<file path="config.mk">
export PLATFORM = sky130hd
export DESIGN_NAME = imm_decode_stage
export DESIGN_NICKNAME = d
export VERILOG_FILES = /design/src/rtl/riscv_pkg.sv /design/src/rtl/imm_gen.sv /design/src/rtl/imm_decode_stage.sv
export SDC_FILE = /design/constraint.sdc
export NUM_CORES = 1
export LEC_CHECK = 0
export BUFFER_PORTS_ARGS = -buffer_cell sky130_fd_sc_hd__buf_2
export CORE_MARGIN = 1
export CORE_UTILIZATION = 51
export DETAILED_ROUTE_END_ITERATION = 8
export PLACE_DENSITY = 0.88
export SLEW_MARGIN = 40
export SYNTH_ARGS = -nofsm -noshare
export SYNTH_HDL_FRONTEND = slang
export SYNTH_SLANG_ARGS = --single-unit
</file>
<file path="constraint.sdc">
create_clock -name clk -period 5.35 [get_ports clk]
set_input_delay 0.2675 -clock clk [delete_from_list [all_inputs] [get_ports clk]]
set_output_delay 0.2675 -clock clk [all_outputs]
set_load 0.005 [all_outputs]
</file>
<file path="src/rtl/riscv_pkg.sv">
// Shared RISC-V decode definitions: opcode constants and the immediate
// format encoding used by the decode stage and its immediate generator.
// The U-type formats (lui/auipc) are only decoded when the build defines
// IMM_DECODE_UTYPE_EN; the constants are always present.
package riscv_pkg;

  // 7-bit major opcodes (instr[6:0])
  localparam logic [6:0] OP_R      = 7'b0110011;
  localparam logic [6:0] OP_IMM    = 7'b0010011;
  localparam logic [6:0] OP_LOAD   = 7'b0000011;
  localparam logic [6:0] OP_STORE  = 7'b0100011;
  localparam logic [6:0] OP_BRANCH = 7'b1100011;
  localparam logic [6:0] OP_JAL    = 7'b1101111;
  localparam logic [6:0] OP_JALR   = 7'b1100111;
  localparam logic [6:0] OP_LUI    = 7'b0110111;
  localparam logic [6:0] OP_AUIPC  = 7'b0010111;

  // Immediate format selector as seen on out_immsrc
  typedef enum logic [2:0] {
    IMM_I = 3'b000,
    IMM_S = 3'b001,
    IMM_B = 3'b010,
    IMM_J = 3'b011,
    IMM_U = 3'b100
  } imm_src_e;

  // Register-field extraction shared by every format
  function automatic logic [4:0] rd_of(input logic [31:0] instr);
    return instr[11:7];
  endfunction

  function automatic logic [4:0] rs1_of(input logic [31:0] instr);
    return instr[19:15];
  endfunction

  function automatic logic [4:0] rs2_of(input logic [31:0] instr);
    return instr[24:20];
  endfunction

endpackage

</file>
<file path="src/rtl/imm_gen.sv">
// Purely combinational opcode and immediate decode for one 32-bit
// instruction word. Produces the immediate format, the sign-extended
// immediate, the register fields and an illegal-opcode flag.
// Build option: IMM_DECODE_UTYPE_EN adds lui/auipc as U-type; without
// it those opcodes fall into the illegal path.
module imm_gen
  import riscv_pkg::*;
#(
  parameter int XLEN = 32
) (
  input  logic [31:0]     i_instr,
  output imm_src_e        o_immsrc,
  output logic [XLEN-1:0] o_immext,
  output logic [4:0]      o_rd,
  output logic [4:0]      o_rs1,
  output logic [4:0]      o_rs2,
  output logic            o_illegal
);

  logic [6:0]  w_opcode;
  logic [31:0] w_imm32;
  imm_src_e    w_src;
  logic        w_illegal;

  assign w_opcode = i_instr[6:0];

  // Opcode decode: pick the format and build the 32-bit sign-extended
  // immediate. R-type and anything illegal leave the immediate at zero so
  // nothing undefined ever reaches the outputs.
  always_comb begin
    w_src     = IMM_I;
    w_imm32   = '0;
    w_illegal = 1'b0;
    case (w_opcode)
      OP_R: begin
        w_src   = IMM_I;
        w_imm32 = '0;
      end
      OP_IMM, OP_LOAD, OP_JALR: begin
        w_src   = IMM_I;
        w_imm32 = {{20{i_instr[31]}}, i_instr[31:20]};
      end
      OP_STORE: begin
        w_src   = IMM_S;
        w_imm32 = {{20{i_instr[31]}}, i_instr[31:25], i_instr[11:7]};
      end
      OP_BRANCH: begin
        w_src   = IMM_B;
        w_imm32 = {{19{i_instr[31]}}, i_instr[31], i_instr[7],
                   i_instr[30:25], i_instr[11:8], 1'b0};
      end
      OP_JAL: begin
        w_src   = IMM_J;
        w_imm32 = {{11{i_instr[31]}}, i_instr[31], i_instr[19:12],
                   i_instr[20], i_instr[30:21], 1'b0};
      end
`ifdef IMM_DECODE_UTYPE_EN
      OP_LUI, OP_AUIPC: begin
        w_src   = IMM_U;
        w_imm32 = {i_instr[31:12], 12'b0};
      end
`endif
      default: begin
        w_src     = IMM_I;
        w_imm32   = '0;
        w_illegal = 1'b1;
      end
    endcase
  end

  // The 32-bit immediate is already sign-extended from instr[31]; a signed
  // size cast carries that sign on up to XLEN (a no-op when XLEN is 32).
  assign o_immext  = XLEN'(signed'(w_imm32));
  assign o_immsrc  = w_src;
  assign o_illegal = w_illegal;
  assign o_rd      = rd_of(i_instr);
  assign o_rs1     = rs1_of(i_instr);
  assign o_rs2     = rs2_of(i_instr);

endmodule

</file>
<file path="src/rtl/imm_decode_stage.sv">
// Single-entry pipeline stage around imm_gen: registers the decoded
// immediate and register fields behind a valid/ready handshake and keeps
// a saturating count of accepted illegal instructions.
// Build option: IMM_DECODE_UTYPE_EN (passed through to imm_gen) enables
// lui/auipc decode.
//
// Handshake: a beat moves in when in_valid && in_ready and out when
// out_valid && out_ready. in_ready = !out_valid || out_ready, so a held
// result blocks new input until the consumer takes it, and a result that
// leaves in the same cycle as a new one arrives is replaced without a
// bubble. Once out_valid is high the out_* fields are stable until taken.
module imm_decode_stage
  import riscv_pkg::*;
#(
  parameter int XLEN  = 32,
  parameter int CNT_W = 16
) (
  input  logic             clk,
  input  logic             reset,
  input  logic             in_valid,
  input  logic [31:0]      in_instr,
  output logic             in_ready,
  output logic             out_valid,
  input  logic             out_ready,
  output logic [2:0]       out_immsrc,
  output logic [XLEN-1:0]  out_immext,
  output logic [4:0]       out_rd,
  output logic [4:0]       out_rs1,
  output logic [4:0]       out_rs2,
  output logic             out_illegal,
  output logic [CNT_W-1:0] illegal_cnt
);

  imm_src_e        w_immsrc;
  logic [XLEN-1:0] w_immext;
  logic [4:0]      w_rd;
  logic [4:0]      w_rs1;
  logic [4:0]      w_rs2;
  logic            w_illegal;
  logic            w_accept;

  logic             r_valid;
  logic [2:0]       r_immsrc;
  logic [XLEN-1:0]  r_immext;
  logic [4:0]       r_rd;
  logic [4:0]       r_rs1;
  logic [4:0]       r_rs2;
  logic             r_illegal;
  logic [CNT_W-1:0] r_cnt;

  imm_gen #(
    .XLEN (XLEN)
  ) u_imm_gen (
    .i_instr   (in_instr),
    .o_immsrc  (w_immsrc),
    .o_immext  (w_immext),
    .o_rd      (w_rd),
    .o_rs1     (w_rs1),
    .o_rs2     (w_rs2),
    .o_illegal (w_illegal)
  );

  assign in_ready = !r_valid || out_ready;
  assign w_accept = in_valid && in_ready;

  // Output register: load on accept, drop valid when drained, otherwise hold
  always_ff @(posedge clk or posedge reset) begin
    if (reset) begin
      r_valid   <= 1'b0;
      r_immsrc  <= '0;
      r_immext  <= '0;
      r_rd      <= '0;
      r_rs1     <= '0;
      r_rs2     <= '0;
      r_illegal <= 1'b0;
    end else if (w_accept) begin
      r_valid   <= 1'b1;
      r_immsrc  <= w_immsrc;
      r_immext  <= w_immext;
      r_rd      <= w_rd;
      r_rs1     <= w_rs1;
      r_rs2     <= w_rs2;
      r_illegal <= w_illegal;
    end else if (out_ready) begin
      r_valid   <= 1'b0;
    end
  end

  // Illegal counter: bump on each accepted illegal word, stick at all-ones
  always_ff @(posedge clk or posedge reset) begin
    if (reset) begin
      r_cnt <= '0;
    end else if (w_accept && w_illegal && !(&r_cnt)) begin
      r_cnt <= r_cnt + CNT_W'(1);
    end
  end

  assign out_valid   = r_valid;
  assign out_immsrc  = r_immsrc;
  assign out_immext  = r_immext;
  assign out_rd      = r_rd;
  assign out_rs1     = r_rs1;
  assign out_rs2     = r_rs2;
  assign out_illegal = r_illegal;
  assign illegal_cnt = r_cnt;

endmodule

</file>
Yosys cells after proc, flatten, opt, wreduce, memory -nomap -nowiden
Index checks and enable logic that the tools add are counted.

Register bits: 68. Input port bits: 36. Output and inout bits: 69. Word-level logic and storage cells: 31.

Add/sub/neg operators: 1. Eq/ne operators: 7. Mux-type cells: 5. Reduce and logical (&&, ||, !) cells: 10.

Operators with widths (number): $pmux 32 s4 (1); $eq 7x7->1 const B (3); $add 16x1->16 const B (1); $reduce_and 16->1 (1); $eq 7x6->1 const B (2); $eq 7x2->1 const B (1); $eq 7x5->1 const B (1); $reduce_or 7->1 (1); $pmux 2 s3 (1); $logic_and 1x1->1 (3); $mux 1 (3); $reduce_or 3->1 (1); $logic_not 1->1 (2); $reduce_bool 2->1 (1); $logic_or 1x1->1 (1).

Longest topological paths before layout
Word-level depth: 5. Depth in mapped cells: 7.

By module
A second synthesis with hierarchy kept.

Cell total of the unflattened synthesis: 278. Area, all modules: 3343.2 µm².

By module, submodules not included: imm_decode_stage (instances 1, cells an instance 191, area each 2775.2 µm², sequential area each 1701.6 µm²); imm_gen (instances 1, cells an instance 87, area each 568.0 µm², sequential area each 0.0 µm²).

Worst setup path after synthesis
Ideal clock, no wire load.

Kind: flip-flop to flip-flop. Start: register r_cnt[0], in the netlist illegal_cnt[0]. End: register r_cnt[1], in the netlist illegal_cnt[1]. Library setup time: 125 ps. Arrival: 1781 ps. Setup slack: 3444 ps. Cell stages (with the launch flop): 7. Buffers on the path: 1. Period minus slack after synthesis: 1906 ps. Cells stage by stage: dfrtp_1 -> ha_1 -> nand4_1 -> or4_1 -> buf_2 -> nor4b_4 -> mux2_4.

Cells in the longest elaborated chain, start to end: 3. Elaborated cells between the ends (all ways): 4. Those cells by class: add/sub (1); reduce/logical (3).

Ends and longest elaborated chain: from (decl) (line imm_decode_stage.sv:49) `logic [CNT_W-1:0] r_cnt;`; from (signal assigned) (line imm_decode_stage.sv:94) `r_cnt <= r_cnt + CNT_W'(1);`; parallel branches: the longest is 3 deep, another holds $add 16x1->16.

Several ways; the timed one is not identified. A chain may end at the register's enable or synchronous reset.

Worst setup path after layout
Ends and elaborated chain as after synthesis.

==> implementation parameters <==
Parameter                              Value

Status
  Result of the run ... finished clean

Placement
  Hpwl dp ... 4.032 mm
  Gpl congestion ... 0.8359
  Placed instance area ... about 3000 sq um
  Port bufs ... between 100 and 150

Yosys
  Synth cell count leaders ... 60 x sky130_fd_sc_hd__nand2_1, 56 x sky130_fd_sc_hd__dfrtp_1, 14 x sky130_fd_sc_hd__nand3_1, 14 x sky130_fd_sc_hd__xnor2_1
  Area of the mapped netlist ... 2535 sq um
  Fraction of registers with async set/reset ... between 90% and 100%
  Net Count, Synth ... 285
  Number of synthesized register bits ... 56
  Mean area per synthesized cell ... around 10 sq um
  Fraction of post-synthesis cell area in the top cell type by area ... a little under three fifths
  Seq/Total Area, Yosys ... 55.28%
  Number of synthesized flops with an enable pin ... 0
  Most used DFF post-synth ... sky130_fd_sc_hd__dfrtp_1
  Largest cells by area after synthesis ... sky130_fd_sc_hd__dfrtp_1 55%, sky130_fd_sc_hd__nand2_1 8.9%, sky130_fd_sc_hd__xnor2_1 4.8%
  Biggest area consumer among synthesized cells ... sky130_fd_sc_hd__dfrtp_1
  Number of standard cells after synthesis ... 248
  Synthesis warning total ... 0
  Most instantiated library cell after synthesis ... sky130_fd_sc_hd__nand2_1
  Cell variety after synth ... 42

Floorplan
  Die width ... 72.50 microns
  Ports placed on the boundary ... between 100 and 150
  Core area ... between 4000 and 5000 sq um
  Std-Cell Rows ... 25
  Starting density of the core ... a little over half
  Chip height ... 72.50 microns
  Die ar. ... 5256 sq um

Critical path
  Critical path class ... reg2reg
  Worst path required time ... roughly 5.5 ns
  Kind of end point of the critical path ... register
  Peak per-stage delay on the critical path ... ~0.64 ns
  CP cell instances ... ha_1 -> nand4_1 -> or4_1 -> nor4b_4 -> mux2_4
  Reg2Reg Setup Slack ... 3.27 ns
  Capture point of the worst reg-to-reg path ... illegal_cnt[1]
  Startpoint types ... register
  CP Max Fanout ... 7
  Depth of the worst register-to-register path ... 5
  Startpoint of the worst-slack reg-to-reg timing path ... illegal_cnt[0]
  Data arrival time of the worst path ... around 2.3 ns
  Worst setup path start ... illegal_cnt[0]
  Worst path slowest cell ... sky130_fd_sc_hd__or4_1

STA
  Final-report max-slew violation count ... 0
  Final hold violations ... 0
  Setup TNS after final layout ... 0 ns
  Final setup violation count ... 0
  Setup repair after global routing missed its margin ... false
  Final critical path time including I/O delays and setup ... 2.080 ns
  Remaining max-slew budget at the tightest pin ... 54.22%
  Maximum clock frequency ... 0.4808 GHz
  Portion of the clock cycle consumed by the worst path in the final layout ... 38.87%
  Fin Clk Skew ... 0.007195 ns
  Least-Margin Pin Slew ... 0.6867 ns

Drt
  Antenna Nets Post-Route ... 0
  First DRT Iteration DRCs ... 65
  Total number of vias ... 2113
  Post-DR wirelength/cell ... between 10 and 15 microns
  Vias per inst ... 5.192
  Remaining design rule violation count ... 0
  Count of TritonRoute iterations in the first routing pass ... 4
  Final wirelength ... about 5.5 mm

CTS
  CTS tree ... built
  Setup repair bufs after CTS ... 0
  Number of buffers on the longest clock path ... 2
  Cell chosen for the clock root ... sky130_fd_sc_hd__clkbuf_8
  Htree depth ... 2
  Clock slew seen by the registers of the worst setup and hold paths ... 0.09 ns
  Sink count of the clock tree ... 56
  Post-cts hold buffer count ... 0
  Clk_lat worst skew ... 0.31 ns
  TritonCTS buffer count ... 5
  Number of gates resized after CTS ... 0

GRT
  Via count of the first global-routing pass ... between 2000 and 2500
  Overall Global Routing Usage ... a little under a quarter
  First-pass GRT wire length ... between 9 and 10 mm
  Initial antenna violation count ... 0
  GR Overflow Total ... 0
  Pin count of the biggest net entering global routing ... 57

Power
  Static Leak ... 1.675 nW
  Largest vdd supply drop ... 0.0002056 V
  Power Dens Cells ... 290.5 nW/um^2

Final layout
  Fill count ... 414
  Register cell area after layout ... ~1400 sq um
  Final design area excluding fillers ... 3118 sq um
  Growth of design area from synthesis to finish ... 23.00%
  Fraction of final layout cells with drive strength greater than 1 ... 36.47%
  Antenna fix cells ... 0
  Multi-input gate area in the final layout ... 997.2 sq um
  Fin nets ... ~380

Flow run
  Max Cap Violations ... 0

Hold path
  Class of the tightest hold or removal check ... in2async
worst max-delay path, delay by kind of cell (launching register included):
kind	cells	cell delay, ns
adders and majority gates	1	0.22
DFF	1	0.43
and+or+nand+nor	3	0.99
muxes	1	0.32
per-layer routing:
layer  up-vias  part of all wire (%)  GRT usage (%)
li1       1023                     -              -
met1       985                    42          27.22
met2        96                    49          38.63
met3         9                   8.3          6.667
met4         0                   1.3          8.497
met5         -                     0              0
registers in the layout (all words and copies together) (netlist names):
name	cells
out_rs1	5
out_illegal	1
out_immsrc	2
illegal_cnt	16
out_rd	5
out_immext	21
out_rs2	5
out_valid	1
how the worst max path moves through the flow:
stage,end,slack [ns]
after global routing,illegal_cnt[1],3.16
final,illegal_cnt[1],3.27
after floorplan,illegal_cnt[1],3.44
after detailed placement,out_immext[15],3.14
after CTS,out_immext[15],3.16
after global placement,out_immext[16],3.19
power by group:
group	internal, mW	switching, mW
sequential	0.467	0.0422
combinational	0.0802	0.0799
clock	0.105	0.131
cell type report:
class,instances,area share [%]
inverter,3,0.3612
tap,67,2.689
clock inverter,1,0.2408
multi-input combinational,168,31.98
clock buffer,7,2.769
timing repair buffer,105,17.01
sequential,56,44.94
per-stage QoR:
stage | cells | hold slack, ns | setup slack [ns] | total power, mW | utilization, %
3_5_place_dp | 399 | 0.4548 | 3.144 | 0.6785 | 63.58
6_report | 407 | 0.1247 | 3.270 | 0.9059 | 65.58
5_1_grt | 407 | 0.1607 | 3.158 | 0.9535 | 65.58
4_1_cts | 407 | 0.1495 | 3.156 | 0.9141 | 65.55
2_1_floorplan | 248 | 0.3729 | 3.444 | 0.5977 | -
3_3_place_gp | 399 | 0.4472 | 3.195 | 0.6691 | 63.58
logic make-up after synthesis:
kind of cell | count (synthesis) | share of synthesized area [%]
fa+ha+maj | 1 | 0.4935
compound gates | 31 | 9.379
other cells | 1 | 0.1479
xor+xnor | 15 | 5.183
flops | 56 | 55.28
buf+inv | 24 | 5.430
simple gates | 119 | 23.49
mux | 1 | 0.5921
cells in the final DEF (no fill, tap or decap), types with 2 or more instances in the layout:
cell and count:
sky130_fd_sc_hd__a221oi_1 5, sky130_fd_sc_hd__a22o_1 8, sky130_fd_sc_hd__and2_1 3, sky130_fd_sc_hd__and3_1 5, sky130_fd_sc_hd__buf_2 103, sky130_fd_sc_hd__buf_4 2
sky130_fd_sc_hd__clkbuf_8 6, sky130_fd_sc_hd__dfrtp_1 56, sky130_fd_sc_hd__inv_2 2, sky130_fd_sc_hd__nand2_1 60, sky130_fd_sc_hd__nand2b_1 3, sky130_fd_sc_hd__nand3_1 14
sky130_fd_sc_hd__nand4_1 8, sky130_fd_sc_hd__nor2_1 12, sky130_fd_sc_hd__nor4_2 2, sky130_fd_sc_hd__o211ai_1 5, sky130_fd_sc_hd__o21ai_0 2, sky130_fd_sc_hd__o21ai_1 3
sky130_fd_sc_hd__or3_1 2, sky130_fd_sc_hd__xnor2_1 14
(Power assumes the default switching activity.)
